## config.mk

```make
export PLATFORM = sky130hd
export DESIGN_NAME = uart_response_tx
export DESIGN_NICKNAME = d
export VERILOG_FILES = /design/src/rtl/usb_hid_pkg.sv /design/src/rtl/sync_fifo.sv /design/src/rtl/uart_response_tx.sv
export SDC_FILE = /design/constraint.sdc
export NUM_CORES = 1
export LEC_CHECK = 0
export ABC_AREA = 1
export BUFFER_PORTS_ARGS = -buffer_cell sky130_fd_sc_hd__buf_2
export CAP_MARGIN = 30
export CORE_MARGIN = 10
export CORE_UTILIZATION = 56
export DETAILED_ROUTE_END_ITERATION = 12
export PLACE_DENSITY = 0.84
export SYNTH_ARGS = -nofsm -noshare
export SYNTH_HDL_FRONTEND = slang
export SYNTH_SLANG_ARGS = --single-unit
```

## constraint.sdc

```tcl
create_clock -name clk_60mhz -period 2.1 [get_ports clk_60mhz]
set_clock_uncertainty 0.15 [all_clocks]
set_input_delay 0.315 -clock clk_60mhz [delete_from_list [all_inputs] [get_ports clk_60mhz]]
set_output_delay 0.315 -clock clk_60mhz [all_outputs]
set_load 0.005 [all_outputs]
```

## src/rtl/usb_hid_pkg.sv

```systemverilog
// Shared definitions for the response transmitter.
// Holds the response-code values, the message lengths, the serializer
// state encoding and the ASCII message ROM used by uart_response_tx.
package usb_hid_pkg;

  // Response codes as delivered by the command parser
  localparam logic [1:0] RSP_OK    = 2'd0;
  localparam logic [1:0] RSP_ERR   = 2'd1;
  localparam logic [1:0] RSP_BUSY  = 2'd2;
  localparam logic [1:0] RSP_READY = 2'd3;

  // Message lengths in bytes, trailing line feed included
  localparam logic [2:0] LEN_OK    = 3'd3;
  localparam logic [2:0] LEN_ERR   = 3'd4;
  localparam logic [2:0] LEN_BUSY  = 3'd5;
  localparam logic [2:0] LEN_READY = 3'd6;

  typedef enum logic [1:0] {
    ST_IDLE  = 2'd0,
    ST_START = 2'd1,
    ST_DATA  = 2'd2,
    ST_STOP  = 2'd3
  } tx_state_e;

  function automatic logic [2:0] msg_len(input logic [1:0] code);
    logic [2:0] len;
    case (code)
      RSP_OK:    len = LEN_OK;
      RSP_ERR:   len = LEN_ERR;
      RSP_BUSY:  len = LEN_BUSY;
      RSP_READY: len = LEN_READY;
      default:   len = LEN_OK;
    endcase
    return len;
  endfunction

  // Message ROM: byte idx of the message for a code; anything past the
  // text is the line feed, so the last byte falls out of the default arms.
  function automatic logic [7:0] msg_byte(input logic [1:0] code, input logic [2:0] idx);
    logic [7:0] b;
    case (code)
      RSP_OK: begin
        case (idx)
          3'd0:    b = 8'h4F;  // O
          3'd1:    b = 8'h4B;  // K
          default: b = 8'h0A;
        endcase
      end
      RSP_ERR: begin
        case (idx)
          3'd0:    b = 8'h45;  // E
          3'd1:    b = 8'h52;  // R
          3'd2:    b = 8'h52;  // R
          default: b = 8'h0A;
        endcase
      end
      RSP_BUSY: begin
        case (idx)
          3'd0:    b = 8'h42;  // B
          3'd1:    b = 8'h55;  // U
          3'd2:    b = 8'h53;  // S
          3'd3:    b = 8'h59;  // Y
          default: b = 8'h0A;
        endcase
      end
      RSP_READY: begin
        case (idx)
          3'd0:    b = 8'h52;  // R
          3'd1:    b = 8'h45;  // E
          3'd2:    b = 8'h41;  // A
          3'd3:    b = 8'h44;  // D
          3'd4:    b = 8'h59;  // Y
          default: b = 8'h0A;
        endcase
      end
      default: b = 8'h0A;
    endcase
    return b;
  endfunction

endpackage

```

## src/rtl/sync_fifo.sv

```systemverilog
// Single-clock FIFO with full/empty flags.
// Ports: clk, rst_n (async active-low), wr_en/wr_data (write is dropped
// when full), rd_en (pop, ignored when empty), rd_data (head entry,
// valid while !empty), full, empty.
// Flags come from registered pointers only, so an entry written on an
// edge becomes visible to the reader in the following cycle.
module sync_fifo #(
  parameter int WIDTH = 2,
  parameter int DEPTH = 4
) (
  input  logic             clk,
  input  logic             rst_n,
  input  logic             wr_en,
  input  logic [WIDTH-1:0] wr_data,
  input  logic             rd_en,
  output logic [WIDTH-1:0] rd_data,
  output logic             full,
  output logic             empty
);

  localparam int AW = $clog2(DEPTH);
  localparam logic [AW:0] PTR_ONE = (AW + 1)'(1);

  // Pointers carry one extra wrap bit to tell full from empty
  logic [AW:0]      wr_ptr_q, wr_ptr_d;
  logic [AW:0]      rd_ptr_q, rd_ptr_d;
  logic [WIDTH-1:0] mem_q [DEPTH];
  logic             wr_ok_s;
  logic             rd_ok_s;

  assign full    = (wr_ptr_q[AW] != rd_ptr_q[AW]) && (wr_ptr_q[AW-1:0] == rd_ptr_q[AW-1:0]);
  assign empty   = (wr_ptr_q == rd_ptr_q);
  assign rd_data = mem_q[rd_ptr_q[AW-1:0]];
  assign wr_ok_s = wr_en && !full;
  assign rd_ok_s = rd_en && !empty;

  // Next-pointer computation
  always_comb begin
    wr_ptr_d = wr_ptr_q;
    rd_ptr_d = rd_ptr_q;
    if (wr_ok_s) begin
      wr_ptr_d = wr_ptr_q + PTR_ONE;
    end else begin
      wr_ptr_d = wr_ptr_q;
    end
    if (rd_ok_s) begin
      rd_ptr_d = rd_ptr_q + PTR_ONE;
    end else begin
      rd_ptr_d = rd_ptr_q;
    end
  end

  // Pointer registers
  always_ff @(posedge clk or negedge rst_n) begin
    if (!rst_n) begin
      wr_ptr_q <= '0;
      rd_ptr_q <= '0;
    end else begin
      wr_ptr_q <= wr_ptr_d;
      rd_ptr_q <= rd_ptr_d;
    end
  end

  // Storage array
  always_ff @(posedge clk or negedge rst_n) begin
    if (!rst_n) begin
      for (int i = 0; i < DEPTH; i++) begin
        mem_q[i] <= '0;
      end
    end else if (wr_ok_s) begin
      mem_q[wr_ptr_q[AW-1:0]] <= wr_data;
    end
  end

endmodule

```

## src/rtl/uart_response_tx.sv

```systemverilog
// Response transmitter: queues 2-bit response codes and sends the
// matching ASCII message over an 8N1 UART line.
// Ports: clk_60mhz (sole clock), rst_n (async active-low),
// rsp_valid/rsp_code (request from the parser), rsp_ready (queue not
// full), uart_tx (registered serial out, idle high), tx_busy (message in
// flight or codes waiting).
module uart_response_tx
  import usb_hid_pkg::*;
#(
  parameter int CLKS_PER_BIT = 521,
  parameter int FIFO_DEPTH   = 4
) (
  input  logic       clk_60mhz,
  input  logic       rst_n,
  input  logic       rsp_valid,
  input  logic [1:0] rsp_code,
  output logic       rsp_ready,
  output logic       uart_tx,
  output logic       tx_busy
);

  localparam int TW = (CLKS_PER_BIT > 1) ? $clog2(CLKS_PER_BIT) : 1;
  localparam logic [TW-1:0] TIMER_RELOAD = TW'(CLKS_PER_BIT - 1);
  localparam logic [TW-1:0] TIMER_ONE    = TW'(1);

  tx_state_e   state_q, state_d;
  logic [TW-1:0] timer_q, timer_d;
  logic [2:0]  bit_q, bit_d;
  logic [2:0]  byte_q, byte_d;
  logic [1:0]  code_q, code_d;
  // A code has been popped and the next edge starts its first byte
  logic        pending_q, pending_d;
  logic        tx_q, tx_d;

  logic        push_s;
  logic        pop_s;
  logic        full_s;
  logic        empty_s;
  logic [1:0]  head_code_s;
  logic        bit_done_s;
  logic        last_byte_s;
  logic [2:0]  len_s;
  logic [7:0]  cur_byte_s;

  assign rsp_ready   = !full_s;
  assign push_s      = rsp_valid && rsp_ready;
  assign bit_done_s  = (timer_q == '0);
  assign len_s       = msg_len(code_q);
  assign last_byte_s = (byte_q == (len_s - 3'd1));
  assign cur_byte_s  = msg_byte(code_q, byte_q);
  assign uart_tx     = tx_q;
  assign tx_busy     = (state_q != ST_IDLE) || pending_q || !empty_s;

  sync_fifo #(
    .WIDTH (2),
    .DEPTH (FIFO_DEPTH)
  ) u_fifo (
    .clk     (clk_60mhz),
    .rst_n   (rst_n),
    .wr_en   (push_s),
    .wr_data (rsp_code),
    .rd_en   (pop_s),
    .rd_data (head_code_s),
    .full    (full_s),
    .empty   (empty_s)
  );

  // Message sequencer and bit serializer next-state logic
  always_comb begin
    state_d   = state_q;
    timer_d   = timer_q;
    bit_d     = bit_q;
    byte_d    = byte_q;
    code_d    = code_q;
    pending_d = pending_q;
    pop_s     = 1'b0;
    tx_d      = 1'b1;
    case (state_q)
      ST_IDLE: begin
        if (pending_q) begin
          state_d   = ST_START;
          timer_d   = TIMER_RELOAD;
          bit_d     = 3'd0;
          byte_d    = 3'd0;
          pending_d = 1'b0;
        end else if (!empty_s) begin
          pop_s     = 1'b1;
          pending_d = 1'b1;
          code_d    = head_code_s;
        end else begin
          pending_d = 1'b0;
        end
      end
      ST_START: begin
        if (bit_done_s) begin
          state_d = ST_DATA;
          timer_d = TIMER_RELOAD;
          bit_d   = 3'd0;
        end else begin
          timer_d = timer_q - TIMER_ONE;
        end
      end
      ST_DATA: begin
        if (bit_done_s) begin
          timer_d = TIMER_RELOAD;
          if (bit_q == 3'd7) begin
            state_d = ST_STOP;
          end else begin
            bit_d = bit_q + 3'd1;
          end
        end else begin
          timer_d = timer_q - TIMER_ONE;
        end
      end
      ST_STOP: begin
        if (bit_done_s) begin
          if (last_byte_s) begin
            // Popping here leaves exactly one idle cycle before the next message
            state_d = ST_IDLE;
            timer_d = '0;
            byte_d  = 3'd0;
            if (!empty_s) begin
              pop_s     = 1'b1;
              pending_d = 1'b1;
              code_d    = head_code_s;
            end else begin
              pending_d = 1'b0;
            end
          end else begin
            state_d = ST_START;
            timer_d = TIMER_RELOAD;
            byte_d  = byte_q + 3'd1;
          end
        end else begin
          timer_d = timer_q - TIMER_ONE;
        end
      end
      default: begin
        state_d = ST_IDLE;
      end
    endcase

    // Line level follows the state being entered so uart_tx is a plain flop
    case (state_d)
      ST_START: tx_d = 1'b0;
      ST_DATA:  tx_d = cur_byte_s[bit_d];
      default:  tx_d = 1'b1;
    endcase
  end

  // Serializer state registers; reset forces the line high immediately
  always_ff @(posedge clk_60mhz or negedge rst_n) begin
    if (!rst_n) begin
      state_q   <= ST_IDLE;
      timer_q   <= '0;
      bit_q     <= 3'd0;
      byte_q    <= 3'd0;
      code_q    <= 2'd0;
      pending_q <= 1'b0;
      tx_q      <= 1'b1;
    end else begin
      state_q   <= state_d;
      timer_q   <= timer_d;
      bit_q     <= bit_d;
      byte_q    <= byte_d;
      code_q    <= code_d;
      pending_q <= pending_d;
      tx_q      <= tx_d;
    end
  end

endmodule

```

==> results.json, run 1 <==
{
  "worstSetupEndpointType": "flip-flop",
  "synth.top_cell.area_share_pct": 36.0,
  "die_area_um2": 7380,
  "synth_largest_area_cell": "dfrtp_1",
  "synth_cell_types": 32,
  "cpPeakStageDelay_ns": 0.44,
  "fin_ws_ns": -0.0626,
  "synth_edf_count": 0,
  "cts_buffers": 5,
  "ioPinCount": 8,
  "min_path_type": "input pin to flip-flop",
  "ys_seq_area_share_pct": 37.1,
  "cts.clk_slew.worst_paths_ns": 0.07,
  "synth_top_flop_cell": "dfrtp_1",
  "syn_nets": 339,
  "start_util_pct": 59.1,
  "cp_cell_sequence": "buf_4 > buf_4 > xnor2_1 > nand3_2 > nand2_2 > nand2_4 > nor2_2 > o211ai_1 > nor2_1 > a21oi_1",
  "dp_hpwl_mm": 3.81,
  "max-cap-violations": 0,
  "drive_gt1_share_pct": 22.3,
  "grt_pass1_vias": 2164,
  "route.detailed.drc": 0,
  "syn_area_per_cell_um2": 7.67,
  "fin_crit_ns": 2.16,
  "reg2reg_from": "code_q[0]",
  "ys_warn_count": 0,
  "final-hold-violation-count": 0,
  "wl_per_cell_um": 14.5,
  "clock_path_buffers": 2,
  "grt_pass1_wl_mm": 9.20,
  "status": "complete, but fails checks",
  "die_w_um": 85.9,
  "fill_cells": 315,
  "clock_latency_ns": 0.29,
  "seqCellArea_um2": 905,
  "grtUsageTotal_pct": 14.7,
  "synthXorXnorAreaFrac_pct": 6.12,
  "drtIter0Drc": 260,
  "fmax_mhz": 462,
  "nets": 371,
  "synth_top_family_by_area": "simple AND/OR/NAND/NOR gates",
  "startpoint": "code_q[0]",
  "syn-cell-area_um2": 2430,
  "max_slew.worst_pin.slew_ns": 0.781,
  "rsz0062_at_grt": "yes",
  "cellLeakagePower_uw": 0.00139,
  "critPathSlowestCell": "dfrtp_1",
  "globalplace.congestion": 0.933,
  "rows": 23,
  "power.density_nw_per_um2": 602,
  "totalWireLength_mm": 5.78,
  "dr.pass1.iters": 7,
  "fin_crit_sh_pct": 103,
  "ant_nets": 0,
  "antenna_found_initial": 0,
  "synth_compound_area_share_pct": 13.1,
  "startpoint_type": "flip-flop",
  "cts_tree": "done",
  "num_vias": 2293,
  "path_class": "flip-flop to flip-flop",
  "port_buffers": 7,
  "synthArstFlopShare_pct": 100,
  "critPathArrivalTime_ns": 2.18,
  "total_power_uw": 1720,
  "core_area_um2": 4120,
  "multiInputGateArea_um2": 1420,
  "violations": "negative setup slack",
  "required_ns": 2.12,
  "vias_per_cell": 5.73,
  "clock_sinks": 36,
  "finalSetupViolCount": 5,
  "htree_num_levels": 2,
  "grt_overflow": 0,
  "area_growth_pct": 17.7,
  "ys_top_cells_by_area": "dfrtp_1, nand2_1, ha_1, inv_1, nor2_1",
  "ir_drop_mv": 0.733,
  "place_ws_ns": 0.00342,
  "slew-limit-headroom_pct": 47.9,
  "synth_fa_ha_area_share_pct": 8.74,
  "grt_max_degree": 37,
  "root_buffer": "clkbuf_8",
  "crit_top_cell": "buf_4",
  "cp_max_fo": 4,
  "synthMuxAreaShare_pct": 0.463,
  "n_antenna_cell": 0,
  "hp-start": "rsp_valid",
  "finalMaxSlewViolations": 0,
  "synthSimpleGateAreaFrac_pct": 25.9,
  "die_y_um": 85.9,
  "synth_cells": 317,
  "synth-seq-cells": 36
}
final timing paths:
path,end,slack (ns),cells after the start
max in group asynchronous,byte_q[0],0.76,2
worst max-delay path,code_q[1],-0.06,10
worst min register to register,u_fifo.rd_ptr_q[2],0.34,1
worst max register to register,code_q[1],-0.06,10
min in group asynchronous,timer_q[5],0.49,2
worst min-delay path,u_fifo.wr_ptr_q[0],0.15,3
placed cells by master (no fill, tap or decap), types with 2 or more instances in the layout:
| cell | synthesis | routed |
|---|---|---|
| nor2_1 | 29 | 26 |
| nand2_1 | 67 | 62 |
| ha_1 | 17 | 16 |
| o21ai_0 | 18 | 17 |
| nor2_4 | 2 | 3 |
| buf_2 | 2 | 7 |
| nand2_2 | 4 | 7 |
| o21ai_2 | 1 | 2 |
| a21oi_2 | 2 | 2 |
| nor3_1 | 4 | 4 |
| xor2_1 | 11 | 10 |
| o22ai_1 | 9 | 9 |
| dfrtp_2 | 0 | 2 |
| o21ai_1 | 3 | 3 |
| nand3_1 | 20 | 18 |
| nand2_4 | 2 | 4 |
| xnor2_1 | 6 | 5 |
| a21oi_1 | 13 | 13 |
| clkbuf_8 | 0 | 6 |
| nand4_1 | 5 | 5 |
| nor2_2 | 2 | 4 |
| o32ai_1 | 3 | 3 |
| inv_1 | 43 | 40 |
| inv_2 | 5 | 8 |
| nand3_2 | 3 | 5 |
| buf_4 | 0 | 19 |
| o211ai_1 | 4 | 4 |
| dfrtp_1 | 35 | 33 |
layer usage:
layer,global-route usage [%],vias up,share of wire [%]
met5,0,-,0
met4,5.39,0,2.5
met3,4.45,25,5.8
met2,24.9,94,50
met1,17.1,1080,42
li1,-,1094,-
layout make-up:
type                            instances  share of cell area (%)
Clock inverter                          1                   0.262
Multi-Input combinational cell        229                    49.6
Tap cell                               50                    2.19
Sequential cell                        36                    31.6
Inverter                               49                    6.42
Timing Repair Buffer                   28                    6.95
Clock buffer                            7                    3.02
critical path, delay by kind of cell (launching register included):
kind                   cells  cell delay (ns)
AND/OR/NAND/NOR            5             0.65
flip-flops                 1             0.44
buffers and inverters      2             0.28
XOR/XNOR                   1             0.27
AO/OA/AOI/OAI              2             0.23
power breakdown:
group          internal [µW]  total, µW  leakage (µW)  switching [µW]
Combinational            145        333      0.000909             188
Sequential               795        869      0.000438            74.5
Clock                    267        522     0.0000445             256
Total                   1210       1720       0.00139             518
stage by stage:
step                instance area, µm²  util (%)  hold WS, ns  setup TNS, ns  instances
global route                      2860      69.6        0.182         -0.933        400
CTS                               2750      66.9        0.150              0        397
finish                            2860      69.6        0.152         -0.244        400
global placement                  2630      63.8        0.292              0        386
floorplan                         2430         -       -0.131              0        317
detailed placement                2630      63.8        0.298              0        386
Yosys cell counts, types with 3 or more instances:
cell	n
inv_2	5
a21oi_1	13
nand2_2	4
nand3_1	20
nand4_1	5
nor3_1	4
o21ai_1	3
xor2_1	11
nand3_2	3
o22ai_1	9
o21ai_0	18
dfrtp_1	35
xnor2_1	6
inv_1	43
o32ai_1	3
o211ai_1	4
ha_1	17
nor2_1	29
nand2_1	67
timing repair:
action / 4_1_cts / 5_1_grt
setup buffers: 2 / 2
pin swaps: 5 / 13
hold buffers: 1 / 0
endpoints found under the setup margin: 3 / 12
cloned: 0 / 1
endpoints found under the hold margin: 35 / 0
gates resized for setup: 3 / 23
flip-flops by register name, indices dropped and copies added, names as in the netlist, 2 cells and up:
name,flops
state_q,2
byte_q,3
u_fifo.wr_ptr_q,3
timer_q,10
u_fifo.mem_q,8
code_q,2
u_fifo.rd_ptr_q,3
bit_q,3
kinds of logic after synthesis:
| kind of cell | count (synthesis) |
|---|---|
| compound gates | 54 |
| buf+inv | 53 |
| mux | 1 |
| flops | 36 |
| fa+ha+maj | 17 |
| simple gates | 139 |
| xor+xnor | 17 |
Power figures use the tool's default switching activity.
==> inputs of run 2 (changes only) <==
--- a/config.mk
+++ b/config.mk
@@ -14,4 +14,5 @@
 export PLACE_DENSITY = 0.84
 export SYNTH_ARGS = -nofsm -noshare
 export SYNTH_HDL_FRONTEND = slang
+export SYNTH_HIERARCHICAL = 1
 export SYNTH_SLANG_ARGS = --single-unit
==> results.json, run 2 <==
{
  "nets": 413,
  "critPathBufInv": 0,
  "grt_max_degree": 37,
  "cellLeakagePower_uw": 0.00161,
  "synthXorXnorAreaFrac_pct": 3.70,
  "htree_num_levels": 2,
  "final-hold-violation-count": 0,
  "synthSimpleGateAreaFrac_pct": 35.0,
  "cp_cell_sequence": "nand2_1 > ha_4 > xor2_1 > nand3_1 > nand2_2 > nand2_4 > or3_4 > a21oi_2 > o22ai_1",
  "synth_edf_count": 0,
  "final_cell_mix": "nand2_1, inv_1, dfrtp_1",
  "synth_cells": 349,
  "p_int_uw": 2540,
  "cp_max_fo": 4,
  "ant_nets": 0,
  "synth.most_common_cell": "nand2_1",
  "violations": "negative setup slack",
  "final_common_cell": "nand2_1",
  "required_ns": 2.12,
  "seqPwrFrac_pct": 25.6,
  "p_clk_share_pct": 10.6,
  "grt.met2_usage_pct": 27.3,
  "rows": 24,
  "clock_sinks": 36,
  "syn_area_per_cell_um2": 7.46,
  "cpPeakStageDelay_ns": 0.44,
  "clock_path_buffers": 2,
  "wl_per_cell_um": 12.8,
  "clock_latency_ns": 0.29,
  "startpoint_type": "flip-flop",
  "ys_top_cells_by_count": "nand2_1, inv_1, dfrtp_1, nor2_1, nand3_1",
  "critPathSlowestCell": "dfrtp_1",
  "fin_crit_ns": 2.24,
  "ir_drop_mv": 1.00,
  "largest_reg_flops": 10,
  "cts_buffers": 5,
  "grt_pass1_wl_mm": 9.90,
  "port_buffers": 7,
  "synth_top_flop_cell": "dfrtp_1",
  "synth-seq-cells": 36,
  "totalWireLength_mm": 5.65,
  "p_comb_share_pct": 63.8,
  "grt_overflow": 0,
  "fin_ws_ns": -0.136,
  "die_w_um": 88.2,
  "ys_seq_area_share_pct": 34.6,
  "place_ws_ns": -0.0651,
  "gr-max-usage-layer": "met2",
  "switchingPower_uw": 2300,
  "die_y_um": 88.2,
  "critPathArrivalTime_ns": 2.26,
  "finalMaxSlewViolations": 0,
  "vias_per_cell": 5.43,
  "num_vias": 2398,
  "rsz0062_at_grt": "yes",
  "max-cap-violations": 0,
  "die_area_um2": 7780,
  "synthArstFlopShare_pct": 100,
  "ys_top_cells_by_area": "dfrtp_1, nand2_1, ha_1, inv_1, nand3_1",
  "gr-usage-met3_pct": 2.97,
  "synth_compound_area_share_pct": 9.03,
  "worstSetupEndpointType": "flip-flop",
  "root_buffer": "clkbuf_8",
  "dp_hpwl_mm": 4.18,
  "drive_gt1_share_pct": 23.3,
  "synthMuxAreaShare_pct": 0,
  "fill_cells": 350,
  "ys_warn_count": 6,
  "drtIter0Drc": 146,
  "cts_tree": "done",
  "ioPinCount": 8,
  "grt_use_met1_pct": 17.7,
  "synth_cell_types": 39,
  "syn-cell-area_um2": 2600,
  "synth_fa_ha_area_share_pct": 9.13,
  "fmax_mhz": 447,
  "power.density_nw_per_um2": 1590,
  "route.detailed.drc": 0,
  "reg_top3": "timer_q (10), u_fifo/mem_q (8)",
  "grt_pass1_vias": 2378,
  "path_class": "flip-flop to flip-flop",
  "finalSetupViolCount": 7,
  "synth_top_family_by_area": "simple AND/OR/NAND/NOR gates",
  "core_area_um2": 4410,
  "max_slew.worst_pin.slew_ns": 0.799,
  "n_antenna_cell": 0,
  "status": "complete, but fails checks",
  "slew-limit-headroom_pct": 46.7,
  "antenna_found_initial": 0,
  "top_register": "timer_q",
  "globalplace.congestion": 0.866,
  "dr.pass1.iters": 4,
  "min_path_type": "input pin to flip-flop",
  "syn_nets": 373,
  "switching_share_pct": 47.5,
  "synth_largest_area_cell": "dfrtp_1",
  "cts.clk_slew.worst_paths_ns": 0.07,
  "start_util_pct": 59.0,
  "synth.top_cell.area_share_pct": 33.6,
  "path_delay_family": "simple AND/OR/NAND/NOR gates",
  "hold_ws_ns": 0.171,
  "fin_crit_sh_pct": 106,
  "area_growth_pct": 17.3,
  "grtUsageTotal_pct": 15.1
}
==> run 2: cell types whose count changed in the layout (fill, tap and decap cells not counted), moves of 4 or more <==
| cell | previous run | this run |
|---|---|---|
| o21ai_0 | 17 | 9 |
| nand3b_1 | 0 | 4 |
| a21oi_1 | 13 | 7 |
| nand4_1 | 5 | 10 |
| buf_4 | 19 | 31 |
| nand3_1 | 18 | 29 |
| nand3_2 | 5 | 1 |
| nand2_1 | 62 | 86 |
| nor2_1 | 26 | 31 |
==> run 2: metal layers <==
metal	up-vias	routed length (µm)
met5	-	0
met1	1120	2500
met3	8	233
met4	0	59
met2	50	2860
li1	1220	-
==> run 2: repair_timing <==
item,4_1_cts,5_1_grt
pin swaps,1,2
setup buffers,6,3
resized for setup,0,7
endpoints found under the hold margin,24,0
endpoints found under the setup margin,8,12
hold buffers,1,0
==> run 2: kinds of logic (layout without fill, tap and decap cells) <==
logic type,count (synthesis),in the layout
compound gates,38,38
simple gates,190,190
flops,36,36
xor+xnor,11,11
fa+ha+maj,19,19
buf+inv,55,96
==> run 2: layout make-up <==
| cell class | instances | area [µm²] | share of cell area (%) |
|---|---|---|---|
| clock buffers | 6 | 82.6 | 2.70 |
| inverters | 49 | 186 | 6.11 |
| well taps | 52 | 65.1 | 2.13 |
| flip-flops and latches | 36 | 902 | 29.5 |
| clock inverters | 2 | 10.0 | 0.328 |
| repair buffers | 39 | 278 | 9.10 |
| multi-input cells | 258 | 1530 | 50.1 |
==> run 2: path summary, 6_finish.rpt <==
| path | cells after the start | slack (ns) | end | start |
|---|---|---|---|---|
| max reg2reg | 9 | -0.14 | timer_q[3] | code_q[0] |
| max | 9 | -0.14 | timer_q[3] | code_q[0] |
| min | 3 | 0.17 | u_fifo/mem_q[0] | rsp_code[0] |
| max in group asynchronous | 2 | 0.79 | u_fifo/mem_q[3] | rst_n |
| min in group asynchronous | 2 | 0.49 | bit_q[1] | rst_n |
| min reg2reg | 2 | 0.34 | u_fifo/mem_q[7] | u_fifo/mem_q[7] |
==> run 2: power groups by stage <==
stage / Sequential [µW] / Combinational, µW / Clock [µW]
after floorplan: 1170 / 2150 / 0
after global placement: 1220 / 2750 / 0
after detailed placement: 1240 / 2860 / 0
after CTS: 1230 / 2970 / 522
after global routing: 1280 / 3480 / 546
final: 1240 / 3090 / 514
==> run 2: worst reg2reg max path, stage by stage, from the launching register on <==
cell and delay [ns]:
dfrtp_1 0.44, nand2_1 0.15, ha_4 0.29, xor2_1 0.15
nand3_1 0.15, nand2_2 0.13, nand2_4 0.07, or3_4 0.35
a21oi_2 0.15, o22ai_1 0.09
==> run 2: metrics by stage <==
stage	total power, µW	utilization [%]	TNS [ns]	instance area [µm²]	instances
after CTS	4720	68.1	-0.251	3010	439
after global routing	5300	69.2	-1.61	3050	442
after detailed placement	4100	64.8	-0.264	2860	424
after floorplan	3320	-	0	2640	349
after global placement	3970	64.8	0	2860	424
final	4840	69.2	-0.448	3050	442
==> inputs of run 3 (changes only) <==
--- a/config.mk
+++ b/config.mk
@@ -12,6 +12,7 @@
 export CORE_UTILIZATION = 56
 export DETAILED_ROUTE_END_ITERATION = 12
 export PLACE_DENSITY = 0.84
+export RECOVER_POWER = 25
 export SYNTH_ARGS = -nofsm -noshare
 export SYNTH_HDL_FRONTEND = slang
 export SYNTH_HIERARCHICAL = 1
==> results.json, run 3 (same netlist as run 2, synthesis figures left out) <==
{
  "final_cell_mix": "nand2_1, inv_1, dfrtp_1",
  "startpoint_type": "flip-flop",
  "drive_gt1_share_pct": 23.1,
  "rows": 24,
  "grtUsageTotal_pct": 15.1,
  "postPlaceCellArea_um2": 2860,
  "violations": "negative setup slack",
  "grt_overflow": 0,
  "vias_per_cell": 5.41,
  "largest_reg_flops": 10,
  "totalWireLength_mm": 5.65,
  "grt_pass1_wl_mm": 9.90,
  "max_slew.worst_pin.slew_ns": 0.890,
  "min_path_type": "input pin to flip-flop",
  "cts.clk_slew.worst_paths_ns": 0.07,
  "cp_max_fo": 4,
  "rr_worst_depth": 9,
  "core_area_um2": 4410,
  "globalplace.congestion": 0.866,
  "start_util_pct": 59.0,
  "reg2reg_from": "code_q[0]",
  "nets": 413,
  "finalInstanceArea_um2": 3050,
  "finalSetupViolCount": 7,
  "final-hold-violation-count": 0,
  "fin_crit_ns": 2.24,
  "final_common_cell": "nand2_1",
  "status": "complete, but fails checks",
  "place_ws_ns": -0.0651,
  "antenna_found_initial": 0,
  "n_antenna_cell": 0,
  "ant_nets": 0,
  "wl_per_cell_um": 12.8,
  "top_register": "timer_q",
  "worstSetupEndpointType": "flip-flop",
  "finalMaxSlewViolations": 0,
  "fin_crit_sh_pct": 106,
  "grt_pass1_vias": 2378,
  "cts_tree": "done",
  "fin_ws_ns": -0.136,
  "ir_drop_mv": 1.00,
  "grt_max_degree": 37,
  "reg2reg_setup_slack_ns": -0.14,
  "clock_path_buffers": 2,
  "port_buffers": 7,
  "power.density_nw_per_um2": 1590,
  "clock_latency_ns": 0.29,
  "num_vias": 2390,
  "r2r_end": "timer_q[3]",
  "area_growth_pct": 17.2,
  "clock_sinks": 36,
  "dp_hpwl_mm": 4.18,
  "reg_top3": "timer_q (10), u_fifo/mem_q (8)",
  "final_core_util_pct": 69.1,
  "fill_cells": 351,
  "fin_tns_setup_ns": -0.447,
  "dr.pass1.iters": 5,
  "route.detailed.drc": 0,
  "root_buffer": "clkbuf_8",
  "path_class": "flip-flop to flip-flop",
  "hold_path_depth": 3,
  "hp-start": "rsp_code[0]",
  "fmax_mhz": 447,
  "max-cap-violations": 0,
  "rsz0062_at_grt": "yes",
  "cellLeakagePower_uw": 0.00161,
  "ioPinCount": 8,
  "htree_num_levels": 2,
  "required_ns": 2.12,
  "critPathArrivalTime_ns": 2.26,
  "die_w_um": 88.2,
  "die_area_um2": 7780,
  "die_y_um": 88.2,
  "drtIter0Drc": 146,
  "slew-limit-headroom_pct": 40.7,
  "cts_buffers": 5,
  "whs_endpoint": "u_fifo/mem_q[0]"
}
-- run 3: final cells by class --
cell class | instances | area [µm²] | area share [%]
clock buffer | 6 | 82.6 | 2.71
timing repair buffer | 39 | 277 | 9.06
clock inverter | 2 | 10.0 | 0.328
tap | 52 | 65.1 | 2.13
multi-input combinational | 258 | 1530 | 50.1
inverter | 49 | 186 | 6.11
sequential | 36 | 902 | 29.6
-- run 3: critical path, cell delays in order, from the launching register on --
cell     delay (ns)
dfrtp_1        0.44
nand2_1        0.15
ha_4           0.29
xor2_1         0.15
nand3_1        0.15
nand2_2        0.13
nand2_4        0.07
or3_4          0.35
a21oi_2        0.15
o22ai_1        0.09
-- run 3: repair_timing --
action,4_1_cts,5_1_grt
pin swaps,1,2
resized for setup,0,7
hold buffers,1,0
buffers inserted,6,3
hold endpoints to repair,24,0
gates cloned,0,0
setup endpoints to repair,8,12
-- run 3: layer usage --
layer / track usage [%] / vias up / share of wire, %
met5: 0 / - / 0
met4: 3.99 / 0 / 1.0
met3: 2.97 / 8 / 3.9
met2: 27.3 / 45 / 51
met1: 17.7 / 1117 / 44
li1: - / 1220 / -
-- run 3: worst max-delay path by stage --
stage              start                  to  slack [ns]
2_1_floorplan  code_q[0]          timer_q[3]       0.001
3_3_place_gp   code_q[1]          timer_q[3]        0.05
3_5_place_dp   code_q[1]          timer_q[3]       -0.07
4_1_cts        code_q[1]          timer_q[3]       -0.10
5_1_grt        code_q[1]  u_fifo/rd_ptr_q[1]       -0.27
6_report       code_q[0]          timer_q[3]       -0.14
-- run 3: power breakdown --
| group | internal (µW) | switching (µW) | total (µW) |
|---|---|---|---|
| Sequential | 975 | 266 | 1240 |
| Combinational | 1300 | 1780 | 3090 |
| Clock | 262 | 252 | 514 |
-- run 3: per-stage QoR --
stage          instances  power (µW)  hold slack (ns)
3_3_place_gp         424        3970            0.295
4_1_cts              439        4720            0.167
5_1_grt              442        5300            0.178
2_1_floorplan        349        3320           -0.131
3_5_place_dp         424        4100            0.303
6_report             442        4840            0.171
